<file path="config.mk">
export PLATFORM = sky130hd
export DESIGN_NAME = fmac_norm_shift
export DESIGN_NICKNAME = d
export VERILOG_FILES = /design/src/rtl/fmac_norm_shift_pkg.sv /design/src/rtl/fmac_norm_barrel.sv /design/src/rtl/fmac_norm_shift.sv
export SDC_FILE = /design/constraint.sdc
export NUM_CORES = 1
export LEC_CHECK = 0
export CAP_MARGIN = 20
export CORE_AREA = 2 2 173 141
export DETAILED_ROUTE_END_ITERATION = 6
export DIE_AREA = 0 0 175 143
export GPL_ROUTABILITY_DRIVEN = 0
export PLACE_DENSITY = 0.74
export SLEW_MARGIN = 20
export SYNTH_ARGS = -nofsm -noshare
export SYNTH_HDL_FRONTEND = slang
export SYNTH_SLANG_ARGS = --single-unit
</file>
<file path="constraint.sdc">
create_clock -name Clk_CI -period 5 [get_ports Clk_CI]
set_input_delay 0.5 -clock Clk_CI [delete_from_list [all_inputs] [get_ports Clk_CI]]
set_output_delay 0.5 -clock Clk_CI [all_outputs]
set_load 0.02 [all_outputs]
</file>
<file path="src/rtl/fmac_norm_shift_pkg.sv">
// Shared FPU constants for the FMAC normalization path: formats, exponent
// encodings and rounding modes used by the adder/normalizer stages.
package fmac_norm_shift_pkg;

    localparam int C_MANT          = 23;
    localparam int C_EXP           = 8;
    localparam int C_BIAS          = 127;
    localparam int C_LEADONE_WIDTH = 7;
    localparam int C_EXP_ZERO      = 0;
    // Product (2*(C_MANT+1)) plus aligned addend and two carry/guard bits.
    localparam int C_SUM_WIDTH     = 3 * (C_MANT + 1) + 2;

    typedef enum logic [2:0] {
        RM_RNE = 3'd0,
        RM_RTZ = 3'd1,
        RM_RDN = 3'd2,
        RM_RUP = 3'd3,
        RM_RMM = 3'd4
    } round_mode_e;

endpackage

</file>
<file path="src/rtl/fmac_norm_barrel.sv">
// Normalizing left shift of the FMAC sum, with the one-place fix-up for a
// leading-zero anticipator that undercounts by one.
module fmac_norm_barrel #(
    parameter int C_WIDTH         = fmac_norm_shift_pkg::C_SUM_WIDTH,
    parameter int C_LEADONE_WIDTH = fmac_norm_shift_pkg::C_LEADONE_WIDTH
) (
    input  logic [C_WIDTH-1:0]         sum_in,
    input  logic [C_LEADONE_WIDTH-1:0] shamt,
    input  logic                       clamp,
    output logic [C_WIDTH-1:0]         shifted,
    output logic                       corr
);

    logic [C_WIDTH-1:0] coarse;

    always_comb begin
        coarse  = sum_in << shamt;
        // A clamped shift is allowed to leave the MSB clear (subnormal result).
        corr    = ~coarse[C_WIDTH-1] & ~clamp;
        shifted = corr ? {coarse[C_WIDTH-2:0], 1'b0} : coarse;
    end

endmodule

</file>
<file path="src/rtl/fmac_norm_shift.sv">
// Two-stage FMAC normalizer: stage 1 derives the exponent-limited shift,
// stage 2 shifts, corrects the LZA error and splits mantissa/guard/sticky.
module fmac_norm_shift #(
    parameter int C_WIDTH         = fmac_norm_shift_pkg::C_SUM_WIDTH,
    parameter int C_LEADONE_WIDTH = fmac_norm_shift_pkg::C_LEADONE_WIDTH,
    parameter int C_MANT          = fmac_norm_shift_pkg::C_MANT,
    parameter int C_EXP           = fmac_norm_shift_pkg::C_EXP
) (
    input  logic                       Clk_CI,
    input  logic                       Rst_RBI,
    input  logic                       Flush_SI,
    input  logic                       Valid_SI,
    output logic                       Ready_SO,
    input  logic [C_WIDTH-1:0]         Sum_DI,
    input  logic [C_EXP+1:0]           Exp_DI,
    input  logic                       Sign_DI,
    input  logic [C_LEADONE_WIDTH-1:0] Lzc_DI,
    input  logic                       No_one_SI,
    output logic                       Valid_SO,
    input  logic                       Ready_SI,
    output logic [C_MANT:0]            Mant_DO,
    output logic                       Guard_SO,
    output logic                       Sticky_SO,
    output logic [C_EXP+1:0]           Exp_DO,
    output logic                       Sign_DO,
    output logic                       Zero_SO,
    output logic                       Denorm_SO
);

    import fmac_norm_shift_pkg::*;

    localparam int EW = C_EXP + 2;
    localparam int XW = C_EXP + 3;
    localparam logic signed [XW-1:0] ONE_X     = 1;
    localparam logic signed [EW-1:0] EXP_ZERO  = EW'(C_EXP_ZERO);

    // Handshake: a stage takes new data when it is empty or its consumer takes
    // its current data this cycle; valid/ready transfer on the same edge.
    logic s1_valid, s1_accept, s2_accept;

    assign s2_accept = ~Valid_SO | Ready_SI;
    assign s1_accept = ~s1_valid | s2_accept;
    assign Ready_SO  = s1_accept;

    logic signed [XW-1:0]       exp_m1, lzc_ext;
    logic                       clamp_d, zero_d;
    logic [C_LEADONE_WIDTH-1:0] shamt_d;

    // The shift may not drive the exponent below 1; beyond that the result is subnormal.
    always_comb begin
        exp_m1  = $signed({Exp_DI[EW-1], Exp_DI}) - ONE_X;
        lzc_ext = $signed({{(XW-C_LEADONE_WIDTH){1'b0}}, Lzc_DI});
        clamp_d = (exp_m1 <= lzc_ext);
        zero_d  = No_one_SI | ~|Sum_DI;
        if (!clamp_d)
            shamt_d = Lzc_DI;
        else if (exp_m1[XW-1])
            shamt_d = '0;
        else
            shamt_d = exp_m1[C_LEADONE_WIDTH-1:0];
    end

    logic [C_WIDTH-1:0]         s1_sum;
    logic [EW-1:0]              s1_exp;
    logic                       s1_sign, s1_zero, s1_clamp;
    logic [C_LEADONE_WIDTH-1:0] s1_shamt;

    always_ff @(posedge Clk_CI or negedge Rst_RBI) begin
        if (!Rst_RBI) begin
            s1_valid <= 1'b0;
            Valid_SO <= 1'b0;
        end else if (Flush_SI) begin
            s1_valid <= 1'b0;
            Valid_SO <= 1'b0;
        end else begin
            if (s1_accept) s1_valid <= Valid_SI;
            if (s2_accept) Valid_SO <= s1_valid;
        end
    end

    always_ff @(posedge Clk_CI or negedge Rst_RBI) begin
        if (!Rst_RBI) begin
            s1_sum   <= '0;
            s1_exp   <= '0;
            s1_sign  <= 1'b0;
            s1_zero  <= 1'b0;
            s1_clamp <= 1'b0;
            s1_shamt <= '0;
        end else if (s1_accept && Valid_SI) begin
            s1_sum   <= Sum_DI;
            s1_exp   <= Exp_DI;
            s1_sign  <= Sign_DI;
            s1_zero  <= zero_d;
            s1_clamp <= clamp_d;
            s1_shamt <= shamt_d;
        end
    end

    logic [C_WIDTH-1:0] shifted;
    logic               corr;

    fmac_norm_barrel #(
        .C_WIDTH         (C_WIDTH),
        .C_LEADONE_WIDTH (C_LEADONE_WIDTH)
    ) u_barrel (
        .sum_in  (s1_sum),
        .shamt   (s1_shamt),
        .clamp   (s1_clamp),
        .shifted (shifted),
        .corr    (corr)
    );

    logic [EW-1:0] exp_res;
    logic          denorm_d;

    always_comb begin
        exp_res  = s1_exp - {{(EW-C_LEADONE_WIDTH){1'b0}}, s1_shamt} - {{(EW-1){1'b0}}, corr};
        denorm_d = ~s1_zero & ((s1_clamp & ~shifted[C_WIDTH-1]) | ($signed(exp_res) <= EXP_ZERO));
    end

    always_ff @(posedge Clk_CI or negedge Rst_RBI) begin
        if (!Rst_RBI) begin
            Mant_DO   <= '0;
            Guard_SO  <= 1'b0;
            Sticky_SO <= 1'b0;
            Exp_DO    <= '0;
            Sign_DO   <= 1'b0;
            Zero_SO   <= 1'b0;
            Denorm_SO <= 1'b0;
        end else if (s2_accept && s1_valid) begin
            Sign_DO <= s1_sign;
            Zero_SO <= s1_zero;
            if (s1_zero) begin
                Mant_DO   <= '0;
                Guard_SO  <= 1'b0;
                Sticky_SO <= 1'b0;
                Exp_DO    <= EXP_ZERO;
                Denorm_SO <= 1'b0;
            end else begin
                Mant_DO   <= shifted[C_WIDTH-1 -: C_MANT+1];
                Guard_SO  <= shifted[C_WIDTH-C_MANT-2];
                Sticky_SO <= |shifted[C_WIDTH-C_MANT-3:0];
                Exp_DO    <= denorm_d ? EXP_ZERO : exp_res;
                Denorm_SO <= denorm_d;
            end
        end
    end

endmodule

</file>
==> qor.yml <==
cts-root-buf: "clkbuf_16"
start_kind: "flop"
grt_pass1_vias: 10773
wl_met1_mm: 16.1
grt_first_pass_wirelength_mm: 61.3
power_density_nw_per_um2: 361
drtAntennaViolNets: 0
holdWs_ns: 0.0873
die_area_sq_um: 25000
cts.hold.buffers_added: 0
synth.distinct_cells: 74
syn_area_per_cell_sq_um: 9.90
wl_per_cell_um: 23.6
n_antenna_cell: 0
synth_ff_type: "dfrtp_1"
drc: 13
path_clk_slew_ns: 0.07
firstDrtPassIters: 7
run_status: "complete, but fails checks"
final_common_cell: "nand2_1"
die_h_um: 143
numCtsBuffers: 17
cts_sinks: 135
setup_ws_ns: -0.0466
async_flop_share: 1.00
syn_area_sq_um: 11900
drive_above_1_share: 0.239
place_inst: 1606
clock_path_buffers: 2
nNetsFinal: 1463
clock_latency_ns: 0.45
synth_sequential_area_ratio: 0.284
ys_ff_latch: 135
min_path_type: "in -> async"
regArea_sq_um: 3390
crit_type: "reg -> reg"
stdcell_area_sq_um: 14500
finalCritPeriodShare: 1.01
hold_viol: 0
grt_max_degree: 87
fillCellCount: 1838
antenna_found_initial: 0
worstPathRequired_ns: 5.33
grt_usage: 0.315
portBuffers: 138
max_slew_margin: 0.367
fmax_ghz: 0.198
r2r_cells: 21
cap_viol_max_count: 0
grt_overflow: 0
dpl_cell_area_sq_um: 13600
rows: 50
arrival_ns: 5.38
die_x_um: 175
violations: "DRC, setup timing"
grt_setup_unrepaired: "yes"
io_pins: 139
detail_route.wirelength_mm: 39.4
skew_ns: 0.0120
post-place-ws_ns: -0.0659
top_layer: "met4"
synth_edf_count: 0
finalSetupViolations: 6
cts_tree: "yes"
route.vias.total: 11361
dr_wl_met3_mm: 4.97
route.met2.wl_mm: 17.2
maxSlewViolCount: 0
leakage_nw: 5.81
worst_pin_slew_ns: 0.949
htree_levels: 4
fin_crit_ns: 5.05
dp_hpwl_mm: 28.9
crit_path_end_kind: "flop"
vias_per_cell: 6.82
syn-instance-count: 1203
mostFrequentLayoutCells: "nand2_1, clkdlybuf4s50_1, dfrtp_1"
ys_warn_count: 0
worstPathMaxFanout: 8
core-area_sq_um: 23200
start_util: 0.513
multi_input_area_sq_um: 7940
dr.first_iter.drc_count: 1677
stdcell_count: 1667
peakVddDrop_v: 0.000227
syn-num-nets: 1324
power_mw: 5.24
synthToLayoutAreaGrowth_pct: 21.9
## path summary, 6_finish.rpt
kind                       slack [ns]                     from                       to
setup reg to reg                -0.05  s1_shamt[1]$_DFFE_PN0P_    Exp_DO[6]$_DFFE_PN0P_
hold / removal                   0.09                  Rst_RBI   s1_sum[60]$_DFFE_PN0P_
max in group asynchronous        3.74                  Rst_RBI  s1_shamt[3]$_DFFE_PN0P_
min in group Clk_CI              0.48   Mant_DO[8]$_DFFE_PN0P_   Mant_DO[8]$_DFFE_PN0P_
setup / recovery                -0.05  s1_shamt[1]$_DFFE_PN0P_    Exp_DO[6]$_DFFE_PN0P_
hold reg to reg                  0.48   Mant_DO[8]$_DFFE_PN0P_   Mant_DO[8]$_DFFE_PN0P_
## final cells by class
type | instances | area share
Timing Repair Buffer | 216 | 0.140
Inverter | 41 | 0.0106
Tap cell | 312 | 0.0269
Multi-Input combinational cell | 931 | 0.547
Sequential cell | 135 | 0.234
Clock buffer | 18 | 0.0303
Clock inverter | 14 | 0.0114
## power by group
part	leakage, nW	switching [mW]	internal (mW)	total (mW)
clock network	0.284	0.569	0.761	1.33
registers	1.64	0.192	1.25	1.44
logic	3.89	1.33	1.14	2.46
## worst max-delay path: stages, from the launching register on
cell and delay (ns):
dfrtp_4 0.49, buf_12 0.15, buf_6 0.11, mux4_2 0.43
mux4_2 0.53, nand4_1 0.10, o21ai_1 0.08, a211oi_2 0.25
nand2b_1 0.16, fa_2 0.62, inv_2 0.05, ha_4 0.15
o21ai_2 0.15, a31oi_1 0.12, o21a_1 0.22, o21ai_2 0.18
a21oi_2 0.08, or4_4 0.48, nand3_2 0.08, a31oi_1 0.04
buf_4 0.18, a32o_2 0.27
## cell families after synthesis
group           count (synthesis)  share of synthesized area
compound gates                278                      0.164
buf+inv                       137                     0.0544
fa+ha+maj                      23                     0.0254
mux                           270                      0.329
simple gates                  349                      0.135
flops                         135                      0.284
xor+xnor                       11                    0.00809
## repair_timing
| item | 4_1_cts | 5_1_grt |
|---|---|---|
| setup endpoints to repair | 7 | 10 |
| gates cloned | 0 | 1 |
| buffers inserted | 21 | 7 |
| gates resized for setup | 5 | 24 |
| pin swaps | 1 | 14 |
## cells in the mapped netlist, types with 8 or more instances
master | n | area [sq um]
mux4_2 | 69 | 1550
nor2_1 | 71 | 267
o211ai_1 | 13 | 97.6
mux2_2 | 113 | 1270
a21oi_1 | 44 | 220
nand3_1 | 25 | 125
a31oi_1 | 10 | 62.6
o22ai_1 | 15 | 93.8
buf_2 | 24 | 120
a211oi_1 | 11 | 82.6
a22o_1 | 21 | 184
nand2b_1 | 10 | 62.6
ha_1 | 21 | 263
clkbuf_1 | 44 | 165
nor3_1 | 22 | 110
mux2i_1 | 75 | 751
mux4_1 | 13 | 342
nand2_1 | 146 | 548
o31ai_1 | 14 | 105
a32o_1 | 10 | 100
o21ai_0 | 58 | 290
nand4_1 | 10 | 62.6
nor4_1 | 22 | 138
dfrtp_1 | 135 | 3380
buf_1 | 11 | 41.3
inv_1 | 39 | 146
and3_1 | 8 | 50.1
buf_4 | 11 | 82.6
o21a_1 | 9 | 67.6
a221oi_1 | 8 | 70.1
## flip-flops by register name (all words and copies together) (netlist names), 7 cells and up
register / count
Exp_DO: 10
s1_shamt: 7
s1_exp: 10
s1_sum: 74
Mant_DO: 24
## metal layers
metal | vias to the layer above | track usage
met2 | 856 | 0.472
li1 | 4917 | -
met3 | 130 | 0.0857
met1 | 5458 | 0.446
met4 | 0 | 0.0974
met5 | - | 0
## per-stage QoR
step	utilization	TNS, ns
finish	0.625	-0.194
floorplan	-	0
global placement	0.585	0
global route	0.625	-1.31
CTS	0.619	0
detailed placement	0.585	-0.422
Power figures use the tool's default switching activity.
